[config.mk]
export PLATFORM = sky130hd
export DESIGN_NAME = mac_frame_arbiter
export DESIGN_NICKNAME = d
export VERILOG_FILES = /design/src/rtl/mac_frame_arbiter.sv
export SDC_FILE = /design/constraint.sdc
export NUM_CORES = 1
export LEC_CHECK = 0
export CORE_ASPECT_RATIO = 2
export CORE_MARGIN = 2
export CORE_UTILIZATION = 33
export DETAILED_ROUTE_END_ITERATION = 7
export PLACE_DENSITY = 0.66
export SLEW_MARGIN = 20
export SYNTH_ARGS = -nofsm -noshare
export SYNTH_HDL_FRONTEND = slang
export SYNTH_SLANG_ARGS = --single-unit
[constraint.sdc]
create_clock -name clk -period 2.65 [get_ports clk]
set_clock_uncertainty 0.2 [all_clocks]
set_input_delay 0.3975 -clock clk [delete_from_list [all_inputs] [get_ports clk]]
set_output_delay 0.3975 -clock clk [all_outputs]
set_load 0.05 [all_outputs]
[src/rtl/mac_frame_arbiter.sv]
// Frame-granular two-port round-robin arbiter merging two AXI-Stream feeds into one
// registered output stream, with oversize truncation and per-port frame counters.
module mac_frame_arbiter #(
  parameter int DATA_W    = 64,
  parameter int KEEP_W    = DATA_W / 8,
  parameter int MAX_BEATS = 190
) (
  input  logic              clk,
  input  logic              rst_n,
  input  logic [DATA_W-1:0] din0,
  input  logic [KEEP_W-1:0] tkeep0,
  input  logic              tvalid0,
  input  logic              tlast0,
  output logic              tready0,
  input  logic [DATA_W-1:0] din1,
  input  logic [KEEP_W-1:0] tkeep1,
  input  logic              tvalid1,
  input  logic              tlast1,
  output logic              tready1,
  output logic [DATA_W-1:0] out,
  output logic [KEEP_W-1:0] out_keep,
  output logic              outvalid,
  output logic              tlast_out,
  input  logic              out_ready,
  output logic              grant,
  output logic              busy,
  output logic              err_oversize,
  output logic [15:0]       frames0,
  output logic [15:0]       frames1
);

  typedef enum logic [1:0] {IDLE, FWD, DROP} state_t;

  localparam int              CNT_W    = 10;
  localparam logic [CNT_W-1:0] LAST_IDX = CNT_W'(MAX_BEATS - 1);

  state_t             state;
  logic [CNT_W-1:0]   beat_cnt;
  logic               last_grant;

  logic               sel_valid;
  logic               sel_last;
  logic [DATA_W-1:0]  sel_data;
  logic [KEEP_W-1:0]  sel_keep;
  logic               can_load;
  logic               accept;
  logic               at_limit;
  logic               frame_end;

  // Ready is derived from registered state and out_ready only, never from tvalid.
  always_comb begin
    sel_valid = grant ? tvalid1 : tvalid0;
    sel_last  = grant ? tlast1  : tlast0;
    sel_data  = grant ? din1    : din0;
    sel_keep  = grant ? tkeep1  : tkeep0;
    can_load  = !outvalid || out_ready;
    tready0   = 1'b0;
    tready1   = 1'b0;
    case (state)
      FWD: begin
        if (grant) tready1 = can_load;
        else       tready0 = can_load;
      end
      DROP: begin
        if (grant) tready1 = 1'b1;
        else       tready0 = 1'b1;
      end
      default: ;
    endcase
    accept    = sel_valid && (grant ? tready1 : tready0);
    at_limit  = (beat_cnt == LAST_IDX);
    frame_end = (state != IDLE) && accept && sel_last;
    busy      = (state != IDLE);
  end

  always_ff @(posedge clk or negedge rst_n) begin
    if (!rst_n) begin
      state        <= IDLE;
      beat_cnt     <= '0;
      last_grant   <= 1'b1;
      grant        <= 1'b0;
      out          <= '0;
      out_keep     <= '0;
      outvalid     <= 1'b0;
      tlast_out    <= 1'b0;
      err_oversize <= 1'b0;
      frames0      <= '0;
      frames1      <= '0;
    end else begin
      err_oversize <= 1'b0;

      if (state == FWD && accept) begin
        out       <= sel_data;
        out_keep  <= sel_keep;
        outvalid  <= 1'b1;
        tlast_out <= sel_last || at_limit;
      end else if (out_ready) begin
        outvalid <= 1'b0;
      end

      case (state)
        IDLE: begin
          if (tvalid0 || tvalid1) begin
            grant    <= (tvalid0 && tvalid1) ? !last_grant : tvalid1;
            beat_cnt <= '0;
            state    <= FWD;
          end
        end
        FWD: begin
          if (accept) begin
            beat_cnt <= beat_cnt + 1'b1;
            if (!sel_last && at_limit) begin
              err_oversize <= 1'b1;
              state        <= DROP;
            end
          end
        end
        default: ;
      endcase

      // Frame completion is shared by FWD and DROP: the source tlast always closes the frame.
      if (frame_end) begin
        if (grant) frames1 <= frames1 + 16'd1;
        else       frames0 <= frames0 + 16'd1;
        last_grant <= grant;
        state      <= IDLE;
      end
    end
  end

endmodule
==> reports/metrics.cfg <==
[cells_and_area]
n_fill_cell=1551
antenna_cells=0
drive_gt1_share_pct=7.26
final_common_cell=clkdlybuf4s50_1
area_growth_syn_to_layout_pct=61.2
nets=986
fin_util_pct=53.9
final_cell_mix=clkdlybuf4s50_1, dfrtp_1, nand2_1

[sta]
slew_headroom_pct=51.1
worstMarginPinSlew_ns=0.734
fin_crit_sh_pct=96.5
period_needed_ns=2.56
rsz0062_at_grt=false
tns_ns=0
timing.fmax_mhz=391
hold_violations=0
slew_viol_final=0
finalSetupViolCount=0

[placement]
port_buffers=261
globalplace.congestion=0.876
hpwl_mm=13.7

[detailed_routing]
final_antenna_net_count=0
finalWirelength_mm=18.0
firstDrtPassIters=4
drt-vias-per-instance=4.91
drc=0
drt_iter0_drc=227
vias=5152
avgRoutedWirePerCell_um=17.1

[logic_synthesis]
synth_ff_type=dfrtp_1
ys_seq_elements=121
async_flop_share_pct=100
synthesis.nets=713
synth_edf_count=0
syn_inst=554
yosysWarningCount=0
avgSynthCellArea_sq_um=10.4
synth_cell_types=42
syn_area_sq_um=5740
ys_seq_area_share_pct=52.7

[outcome]
outcome=finished clean

[setup_path]
cp-start-kind=flip-flop
r2r-start=state[0]
r2r_setup_slack_ns=0.17
worstReg2RegEnd=out[9]
crit_type=reg -> out
end_kind=output port
reg2reg_depth=8
critPathRequiredTime_ns=2.05
cp_max_fo=4
worst_ep_arrival_time_ns=1.96

[grt]
track_usage_pct=19.3
antenna_found_initial=0
grt.overflow.total=0
grt_pass1_wl_mm=27.8
first_global_vias=5401
grt_max_degree=122

[floorplanning]
core_area_sq_um=17200
ios=262
die_y_um=191
num_rows=68
initial_core_util_pct=33.4
die-width_um=97.3
die-area_sq_um=18500

[worst_hold_path]
min_from=out[57]
hp-class=reg -> reg
hold_end=out[57]
min_path_cells=2

[power]
vdd_drop_max_uv=776
leakagePower_nw=4.12
power.density_nw_per_um2=1300

[clock_tree]
clkSinkCount=121
clock_path_buffers=2
insertion_delay_ns=0.41
htreeDepth=4
tritoncts=done
cts_buffers=17
cts_root_buf=clkbuf_16
cts.clk_slew.worst_paths_ns=0.05

[flow_run]
drv_cap=0

per-layer routing:
metal	wire, um	global-route usage, %	part of all wire [%]	vias to the layer above
li1	-	-	-	2473
met4	710	9.62	4.0	0
met3	737	5.17	4.1	49
met2	10300	36.4	58	152
met1	6180	19.3	34	2478
met5	0	0	0	-
where the power goes:
group	internal (mW)	leakage, nW	switching (mW)
clock network	1.41	0.276	0.785
registers	2.56	1.52	0.423
logic	2.40	2.32	4.42
cell type report:
type / count / area [sq um] / share of cell area, %
sequential: 121 / 3030 / 32.8
timing repair buffer: 283 / 2830 / 30.5
inverter: 17 / 63.8 / 0.689
tap: 210 / 263 / 2.84
multi-input combinational: 387 / 2510 / 27.2
clock inverter: 3 / 40.0 / 0.432
clock buffer: 29 / 520 / 5.62
timing repair:
action                                  in CTS  in global routing
buffers inserted                             1                  0
endpoints found under the setup margin       2                  3
hold buffers                                 1                  0
resized for setup                            3                  2
endpoints found under the hold margin      120                  0
cloned                                       0                  0
registers in the layout, indices dropped and copies added, names as in the netlist:
name	flops
beat_cnt	10
err_oversize	1
frames0	16
frames1	16
grant	1
last_grant	1
out	64
out_keep	8
outvalid	1
state	2
tlast_out	1
logic make-up after synthesis:
kind of cell             count (synthesis)  share of synthesized area, %
adder cells (fa/ha/maj)                  8                          1.74
buffers and inverters                   46                          3.81
XOR/XNOR                                31                          4.73
flip-flops                             121                          52.7
AND/OR/NAND/NOR                        164                          13.2
AO/OA/AOI/OAI                          106                          10.2
multiplexers                            78                          13.6
worst max-delay path, stage by stage (launching register included):
cell and delay (ns):
dfrtp_1 0.36, inv_1 0.07, ha_1 0.24, or3b_1 0.41, o2111ai_2 0.14, inv_2 0.11, buf_4 0.20
how the worst max path moves through the flow:
stage,endpoint,depth (start not counted),from,slack (ns)
detailed placement,out[9],7,out_ready,0.008
floorplan,frames1[12],6,outvalid,0.02
global placement,frames0[15],7,out_ready,0.07
CTS,tready1,6,state[0],0.05
finish,tready0,6,state[0],0.09
global route,tready0,6,state[0],0.01
Yosys cell counts (2+ instances only):
cell       number  area, sq um
nor3_1         11         55.1
buf_6           2         22.5
nand2_1        93          349
nor2b_1         2         12.5
dfrtp_1       120         3000
mux2_2          2         22.5
and3_1          9         56.3
buf_4           6         45.0
and4b_1         2         20.0
or4_1           2         15.0
nand4b_1        2         17.5
ha_1            8          100
xor2_1         15          131
nor4_1          2         12.5
o2111ai_1       2         17.5
xnor2_1        16          140
mux2i_1        76          761
buf_2           7         35.0
nand3_1        12         60.1
a21oi_1        10         50.1
o31ai_1         3         22.5
and2_1          2         12.5
o21ai_0        79          395
inv_1          17         63.8
o21ai_1         2         10.0
or3_1           4         25.0
clkbuf_1       13         48.8
a31oi_1         2         12.5
nor2_1         12         45.0
nand4_1         9         56.3
metrics by stage:
stage | total power [mW] | hold WS (ns) | cell area (sq um) | instances | setup slack, ns
after floorplan | 7.44 | -0.0981 | 5740 | 554 | 0.0240
after global placement | 9.65 | 0.261 | 8660 | 1016 | 0.0703
after detailed placement | 9.83 | 0.271 | 8660 | 1016 | 0.00804
after CTS | 12.1 | 0.278 | 9250 | 1050 | 0.0489
after global routing | 12.7 | 0.293 | 9260 | 1050 | 0.0147
final | 12.0 | 0.273 | 9260 | 1050 | 0.0924
Power figures use the tool's default switching activity.
